### src/rtl/pro_pkg.sv
// Shared constants and types for the binary fully-connected result path.
package pro_pkg;

  localparam int PRO_PARALLEL = 8;    // neurons per PE-array group
  localparam int PRO_WIDTH    = 8;    // scaled sum / threshold width
  localparam int PRO_CH_CNT   = 128;  // output neurons of the layer
  localparam int ACC_WIDTH    = 16;   // raw accumulator width inside the PE

  typedef logic signed [PRO_PARALLEL-1:0][PRO_WIDTH-1:0] sum_vec_t;

  // Counter width that never collapses to zero bits.
  function automatic int clog2_min1(input int v);
    return (v > 1) ? $clog2(v) : 1;
  endfunction

endpackage

### src/rtl/pro_bin_packer.sv
// Sign-binarizes one group of sums against thresholds, packs the bits into
// activation words and holds each finished word behind a valid/ready handshake.
module pro_bin_packer
  import pro_pkg::*;
#(
  parameter int PAR   = PRO_PARALLEL,
  parameter int WIDTH = PRO_WIDTH,
  parameter int OUT_W = 32
) (
  input  logic                            clk,
  input  logic                            rst,
  input  logic                            cap_i,
  input  logic                            grp_last_i,
  input  logic signed [PAR-1:0][WIDTH-1:0] sum_i,
  input  logic signed [PAR-1:0][WIDTH-1:0] thr_i,
  input  logic                            out_ready_i,
  output logic [OUT_W-1:0]                out_data_o,
  output logic                            out_valid_o,
  output logic                            out_last_o,
  output logic                            last_slot_o
);

  localparam int WPG = OUT_W / PAR;
  localparam int PCW = clog2_min1(WPG);
  localparam logic [PCW-1:0] LAST_SLOT = PCW'(WPG - 1);

  logic [PCW-1:0]   pack_cnt_q, pack_cnt_d;
  logic [OUT_W-1:0] pack_buf_q, pack_buf_d;
  logic [OUT_W-1:0] out_data_q, out_data_d;
  logic             out_valid_q, out_valid_d;
  logic             out_last_q, out_last_d;
  logic [PAR-1:0]   bits;
  logic [OUT_W-1:0] word;

  // Per-neuron signed compare; a tie binarizes to 1.
  always_comb begin
    for (int i = 0; i < PAR; i++) bits[i] = ($signed(sum_i[i]) >= $signed(thr_i[i]));
  end

  // Current buffer with this group's bits dropped into their slot.
  always_comb begin
    word = pack_buf_q;
    word[pack_cnt_q*PAR +: PAR] = bits;
  end

  // Slot advance, word hand-off on the last slot, and output pop.
  always_comb begin
    pack_cnt_d  = pack_cnt_q;
    pack_buf_d  = pack_buf_q;
    out_data_d  = out_data_q;
    out_valid_d = out_valid_q;
    out_last_d  = out_last_q;
    if (out_valid_q && out_ready_i) out_valid_d = 1'b0;
    if (cap_i) begin
      if (pack_cnt_q == LAST_SLOT) begin
        out_data_d  = word;
        out_valid_d = 1'b1;
        out_last_d  = grp_last_i;
        pack_cnt_d  = '0;
      end else begin
        pack_buf_d = word;
        pack_cnt_d = pack_cnt_q + 1'b1;
      end
    end
  end

  // State registers, synchronous active-low reset.
  always_ff @(posedge clk) begin
    if (!rst) begin
      pack_cnt_q  <= '0;
      pack_buf_q  <= '0;
      out_data_q  <= '0;
      out_valid_q <= 1'b0;
      out_last_q  <= 1'b0;
    end else begin
      pack_cnt_q  <= pack_cnt_d;
      pack_buf_q  <= pack_buf_d;
      out_data_q  <= out_data_d;
      out_valid_q <= out_valid_d;
      out_last_q  <= out_last_d;
    end
  end

  assign out_data_o  = out_data_q;
  assign out_valid_o = out_valid_q;
  assign out_last_o  = out_last_q;
  assign last_slot_o = (pack_cnt_q == LAST_SLOT);

endmodule

### src/rtl/pro_bin_collector.sv
// Result-side sequencer for the binary FC PE array: counts pixel beats,
// drives the accumulator-load strobe, and triggers capture/packing per group.
module pro_bin_collector
  import pro_pkg::*;
#(
  parameter int PAR    = PRO_PARALLEL,
  parameter int WIDTH  = PRO_WIDTH,
  parameter int IN_LEN = 784,
  parameter int GROUPS = PRO_CH_CNT / PRO_PARALLEL,
  parameter int OUT_W  = 32
) (
  input  logic                             clk,
  input  logic                             rst,
  input  logic                             in_valid,
  output logic                             in_ready,
  output logic                             pe_rst_n,
  input  logic signed [PAR-1:0][WIDTH-1:0] sum,
  input  logic signed [PAR-1:0][WIDTH-1:0] thr,
  output logic [clog2_min1(GROUPS)-1:0]    grp_idx,
  output logic [OUT_W-1:0]                 out_data,
  output logic                             out_valid,
  input  logic                             out_ready,
  output logic                             out_last,
  output logic                             err
);

  localparam int BW = clog2_min1(IN_LEN);
  localparam int GW = clog2_min1(GROUPS);
  localparam logic [BW-1:0] LAST_BEAT = BW'(IN_LEN - 1);
  localparam logic [GW-1:0] LAST_GRP  = GW'(GROUPS - 1);

  logic [BW-1:0] beat_cnt_q, beat_cnt_d;
  logic [GW-1:0] grp_q, grp_d;
  logic          cap_q, cap_d;
  logic          err_q, err_d;
  logic          last_slot;
  logic          accept;

  // A group may only start if its capture cannot collide with a held word;
  // once running, the PE array has no stall, so the group never waits.
  assign in_ready = !((beat_cnt_q == '0) && last_slot && out_valid);
  assign pe_rst_n = (beat_cnt_q != '0);
  assign accept   = in_valid && ((beat_cnt_q != '0) || in_ready);

  // Beat counting, gap abort, capture pulse and group advance.
  always_comb begin
    beat_cnt_d = beat_cnt_q;
    grp_d      = grp_q;
    cap_d      = 1'b0;
    err_d      = err_q;
    if ((beat_cnt_q != '0) && !in_valid) begin
      // Partial accumulation is unusable; restart the same group.
      err_d      = 1'b1;
      beat_cnt_d = '0;
    end else if (accept) begin
      if (beat_cnt_q == LAST_BEAT) begin
        beat_cnt_d = '0;
        cap_d      = 1'b1;
      end else begin
        beat_cnt_d = beat_cnt_q + 1'b1;
      end
    end
    if (cap_q) grp_d = (grp_q == LAST_GRP) ? '0 : grp_q + 1'b1;
  end

  // Sequencer registers, synchronous active-low reset.
  always_ff @(posedge clk) begin
    if (!rst) begin
      beat_cnt_q <= '0;
      grp_q      <= '0;
      cap_q      <= 1'b0;
      err_q      <= 1'b0;
    end else begin
      beat_cnt_q <= beat_cnt_d;
      grp_q      <= grp_d;
      cap_q      <= cap_d;
      err_q      <= err_d;
    end
  end

  assign grp_idx = grp_q;
  assign err     = err_q;

  pro_bin_packer #(
    .PAR   (PAR),
    .WIDTH (WIDTH),
    .OUT_W (OUT_W)
  ) u_packer (
    .clk         (clk),
    .rst         (rst),
    .cap_i       (cap_q),
    .grp_last_i  (grp_q == LAST_GRP),
    .sum_i       (sum),
    .thr_i       (thr),
    .out_ready_i (out_ready),
    .out_data_o  (out_data),
    .out_valid_o (out_valid),
    .out_last_o  (out_last),
    .last_slot_o (last_slot)
  );

endmodule

### config.mk
export PLATFORM = sky130hd
export DESIGN_NAME = pro_bin_collector
export DESIGN_NICKNAME = d
export VERILOG_FILES = /design/src/rtl/pro_pkg.sv /design/src/rtl/pro_bin_packer.sv /design/src/rtl/pro_bin_collector.sv
export SDC_FILE = /design/constraint.sdc
export NUM_CORES = 1
export LEC_CHECK = 0
export ABC_AREA = 0
export ABC_CLOCK_PERIOD_IN_PS = 4310
export BUFFER_PORTS_ARGS = -buffer_cell sky130_fd_sc_hd__clkbuf_2
export CAP_MARGIN = 20
export CELL_PAD_IN_SITES_DETAIL_PLACEMENT = 0
export CELL_PAD_IN_SITES_GLOBAL_PLACEMENT = 1
export CORE_ASPECT_RATIO = 0.8
export CORE_MARGIN = 2
export CORE_UTILIZATION = 40
export CTS_CLUSTER_DIAMETER = 50
export DETAILED_ROUTE_END_ITERATION = 7
export PLACE_DENSITY_LB_ADDON = 0.08
export SLEW_MARGIN = 10
export SYNTH_ARGS = -nofsm -noshare
export SYNTH_HDL_FRONTEND = slang
export SYNTH_SLANG_ARGS = --single-unit
export TNS_END_PERCENT = 5
### constraint.sdc
create_clock -name clk -period 4.31 [get_ports clk]
set_input_delay 0.6465 -clock clk [delete_from_list [all_inputs] [get_ports clk]]
set_output_delay 0.6465 -clock clk [all_outputs]
set_load 0.01 [all_outputs]
Word level (Yosys, flattened, before mapping)
Index checks and enable logic that the tools add are counted.
{"block": "op_classes", "n_addsub": 4, "mul": 0, "n_div": 0, "n_lt_le_gt_ge": 8, "n_eq_ne": 3, "n_shift": 2, "mux": 8, "n_bitwise": 3, "n_reduce_logical": 14}
{"operator": "8-bit greater-or-equal comparator", "n": 8}
{"operator": "5-bit negation with 34-bit output", "n": 1}
{"operator": "8-bit by 34-bit variable shift with 32-bit output (first input constant)", "n": 1}
{"operator": "8-bit by 34-bit indexed part select with 32-bit output", "n": 1}
{"operator": "32-bit bitwise mux", "n": 1}
{"operator": "10-bit by 1-bit adder with 10-bit output (second input constant)", "n": 1}
{"operator": "10-bit == test (second input constant)", "n": 1}
{"operator": "10-bit zero test", "n": 1}
{"operator": "10-bit 2-to-1 mux", "n": 1}
{"operator": "10-bit nonzero test", "n": 1}
{"operator": "1-bit logical AND", "n": 5}
{"operator": "4-bit by 1-bit adder with 4-bit output (second input constant)", "n": 1}
{"operator": "4-bit == test (second input constant)", "n": 1}
{"operator": "1-bit 2-to-1 mux", "n": 4}
{"operator": "4-bit 2-to-1 mux", "n": 1}
{"operator": "2-bit AND reduction", "n": 2}
{"operator": "1-bit inverter", "n": 3}
{"operator": "3-bit OR reduction", "n": 1}
{"operator": "2-bit by 1-bit adder with 2-bit output (second input constant)", "n": 1}
{"operator": "2-bit == test (second input constant)", "n": 1}
{"operator": "1-bit zero test", "n": 2}
{"operator": "2-bit 2-to-1 mux", "n": 1}
{"operator": "2-bit OR reduction", "n": 1}
{"operator": "1-bit logical OR", "n": 1}
{"block": "totals", "regBits": 84, "latch_bits": 0, "mem_bits_rw": 0, "mem_bits_ro": 0, "out_inout_bits": 41, "word_cells": 51, "memories": 0}

Logic depth before layout (Yosys ltp)
{"block": "logic_depth", "depth_word": 8, "ltp_mapped": 7}

Cells and area by module
Synthesis repeated with hierarchy kept, for this count alone.
{"block": "unflattened", "hier_cells": 663, "area_unflattened_um2": 5656.7}
{"mod": "pro_bin_packer", "instances": 1, "cells_each": 562, "area_per_inst_um2": 4795.8}
{"mod": "pro_bin_collector", "instances": 1, "cells_each": 101, "area_per_inst_um2": 860.8}

Worst setup path before layout
Ideal clock, no wire load.
{"block": "synth_timing", "path_kind": "register -> output", "startpoint": "register beat_cnt_q[0]", "endpoint": "output in_ready", "arrival_ps": 1426, "path_slack_ps": 2237, "path_stages_with_launch": 6, "n_path_buf": 0, "cell_sequence": "dfxtp_1 inv_1 ha_1 or4b_1 nor4_1 inv_1"}
{"block": "synth_between", "elab_chain_cells": 4}
{"item": "from (decl)", "line_no": "pro_bin_collector.sv:32", "rtl": "logic [BW-1:0] beat_cnt_q, beat_cnt_d;"}
{"item": "from (signal assigned)", "line_no": "pro_bin_collector.sv:74", "rtl": "beat_cnt_q <= beat_cnt_d;"}
{"item": "10-bit zero test", "line_no": "pro_bin_collector.sv:41", "rtl": "assign in_ready = !((beat_cnt_q == '0) && last_slot && out_valid);"}
{"item": "1-bit logical AND (2 in a row)", "line_no": "pro_bin_collector.sv:41"}
{"item": "1-bit zero test", "line_no": "pro_bin_collector.sv:41"}
{"item": "to (decl)", "line_no": "pro_bin_collector.sv:15", "rtl": "output logic in_ready,"}
No other way between the ends.

Final worst setup path
Ends and elaborated chain as after synthesis.

==> metrics <==
DR WL/cell 15.6 um; register bit count reported by yosys 84; setup TNS 0 ns; critical path type flop to output pin; critical path fanouts, max 3; Synth Area in Simple Gates 0.215; port bufs 172; commonest cells after routing, fill and taps aside clkbuf_2, inv_1, dfxtp_1, ha_1, nand2_1; Slew @ Worst Pin 0.911 ns; H-tree depth 3; busiest grt layer met2; main combinational cell family by area after synthesis simple AND/OR/NAND/NOR gates; Layout area overhead 25.1%; largest net degree at the start of global routing 23; critical path endpoint in_ready; Reg2Reg Setup Slack 1.84 ns; drt total wl 15400 um; r2r startpoint u_packer.pack_cnt_q[0]; initial antenna violation count 0; # diodes 0; Post-Synth XOR/XNOR Area 0.0146; setup bufs post-CTS 0; Fin. Hold Viols 0; Design Area, Final 6770 um^2; fillers 1278; Cell Rows 37; met3 Use GR 0.0431; Layout Nets 1013; setup violators final 0; Leak Pwr 3.17 nW; WHS 0.446 ns; CTS buffer count 9; vias in the first global route 5097; dpl cell area 6430 um^2; met2 usage 0.353; Die H 108 um; hpwl dp 11500 um; clk sinks 84; Max Cap Viol 0; layout cells sized above 1 0.244; Final Wtd Congestion 0.811; post-synthesis sequential area ratio 0.311; Slew headroom 0.393; EDFF count, synth 0; die area 14500 um^2; GRT met1 Usage 0.287; Worst EP arrival 2.00 ns; Clock Latency Late Sink 0.34 ns; hold bufs inserted after CTS 0; CP Launch Point beat_cnt_q[0]; Synth Net Count 852; Post-synth ARST share 0; critical hold path startpoint u_packer.pack_buf_q[17]; Post-route DRC 0; Die Wd 134 um; DRT iter0 DRCs 341; CORE AREA 13000 um^2; fmax 0.378 GHz; CP Launch Type flop; mapped cell area 5410 um^2; Cell variety after synth 45; clk buf depth 2; Crit. End Element output pin; Max VDD drop 236 uV; Main synth FF type dfxtp_1; GRT overflow 0; reg2reg end u_packer.out_data_o[9]; RSZ-0062 raised after global routing no; CTS root buffer clkbuf_16; Period minus WS final 2.65 ns; CTS tree yes; Synth Area in Adders 0.169; effective utilization at floorplan 0.416; first-pass GRT wire length 25000 um; fin crit share 0.615; mux cell area share after synthesis 0.00926; synth warn 0; cell area power density 285 nW/um^2; post_cts resized 0; Gate Count Post-Synth 647; Final Skew 0.00424 ns; global-route usage over all layers 0.215; Pre-antenna DRT Iters 7; Via Count 5339; Avg Cell Area, Syn 8.36 um^2; clock-pin slew on the worst setup and hold paths 0.06 ns; Routed Antenna Nets 0; Synth Area in Compound Gates 0.202; worst min path class flop to flop; Slew Viols, Final 0; most common cell after layout, fill and taps aside clkbuf_2; IO Pins 173; status finished clean; vias per cell 5.40; CP required 3.66 ns; Register-to-Register Path Depth 7
## cell type report
type | instances | area, um^2 | area share
inverters | 86 | 323 | 0.0477
clock buffers | 13 | 270 | 0.0399
repair buffers | 177 | 906 | 0.134
multi-input cells | 450 | 3300 | 0.488
clock inverters | 3 | 67.6 | 0.00999
well taps | 175 | 219 | 0.0324
flip-flops and latches | 84 | 1680 | 0.249
## critical path: stages (launching register included)
cell and delay (ns):
dfxtp_1 0.33, inv_1 0.09, ha_1 0.14, or4b_1 0.54
nor4_1 0.37, inv_1 0.07, clkbuf_2 0.13
## state kept, by name, summed over array words and instances, names as in the netlist
signal                cells
u_packer.pack_buf_q      32
beat_cnt_q               10
grp_idx                   4
cap_q                     1
u_packer.out_valid_o      1
u_packer.out_last_o       1
u_packer.out_data_o      32
err                       1
u_packer.pack_cnt_q       2
## routing by layer
| layer | vias to the layer above | wire [um] |
|---|---|---|
| met5 | - | 0 |
| met4 | 0 | 198 |
| met3 | 15 | 1190 |
| met2 | 211 | 6970 |
| met1 | 2438 | 7050 |
| li1 | 2675 | - |
## per-stage QoR
| step | power, mW | util | setup slack (ns) | cells |
|---|---|---|---|---|
| 2_1_floorplan | 0.964 | - | 2.24 | 647 |
| 6_report | 1.93 | 0.520 | 1.66 | 988 |
| 5_1_grt | 2.01 | 0.520 | 1.58 | 988 |
| 4_1_cts | 1.94 | 0.520 | 1.66 | 988 |
| 3_3_place_gp | 1.06 | 0.493 | 1.56 | 971 |
| 3_5_place_dp | 1.08 | 0.494 | 1.48 | 972 |
## where the power goes
| group | total [mW] | switching, mW | leakage [nW] | internal (mW) |
|---|---|---|---|---|
| Clock | 0.870 | 0.314 | 0.162 | 0.556 |
| Combinational | 0.276 | 0.157 | 2.33 | 0.119 |
| Sequential | 0.782 | 0.00231 | 0.677 | 0.779 |
## synth_stat cells, drive strengths merged (4+ instances only)
cell	n	area, um^2
xnor2	4	35.0
o221ai	21	184
and4	7	61.3
dfxtp	84	1680
a2111o	6	67.6
nand2b	14	87.6
o211ai	24	185
nand4	44	275
nor2	32	120
nand2	47	176
ha	73	913
o21ai	30	150
clkbuf	16	61.3
mux2i	5	50.1
nor3b	29	218
xor2	5	43.8
inv	85	319
and2	6	37.5
a211oi	4	30.0
o22ai	8	50.1
a21o	10	75.1
a2111oi	7	61.3
buf	11	42.5
nand3	11	55.1
a21oi	37	185
## worst min-delay path by stage
stage	endpoint	slack, ns	depth (start not counted)
2_1_floorplan	u_packer.pack_buf_q[10]	0.42	2
6_report	u_packer.pack_buf_q[17]	0.45	2
3_5_place_dp	u_packer.pack_buf_q[1]	0.43	2
3_3_place_gp	u_packer.pack_buf_q[25]	0.43	2
5_1_grt	u_packer.out_last_o	0.48	2
4_1_cts	u_packer.pack_buf_q[1]	0.45	2
## logic make-up (layout without fill, tap and decap cells)
logic type                 count (synthesis)  count (layout)
AOI/OAI and AO/OA                        157             157
xor gates and xnor gates                   9               9
adders and majority gates                 73              73
buffers and inverters                    113             279
DFF                                       84              84
muxes                                      5               5
and+or+nand+nor                          206             206
(Power assumes the default switching activity.)
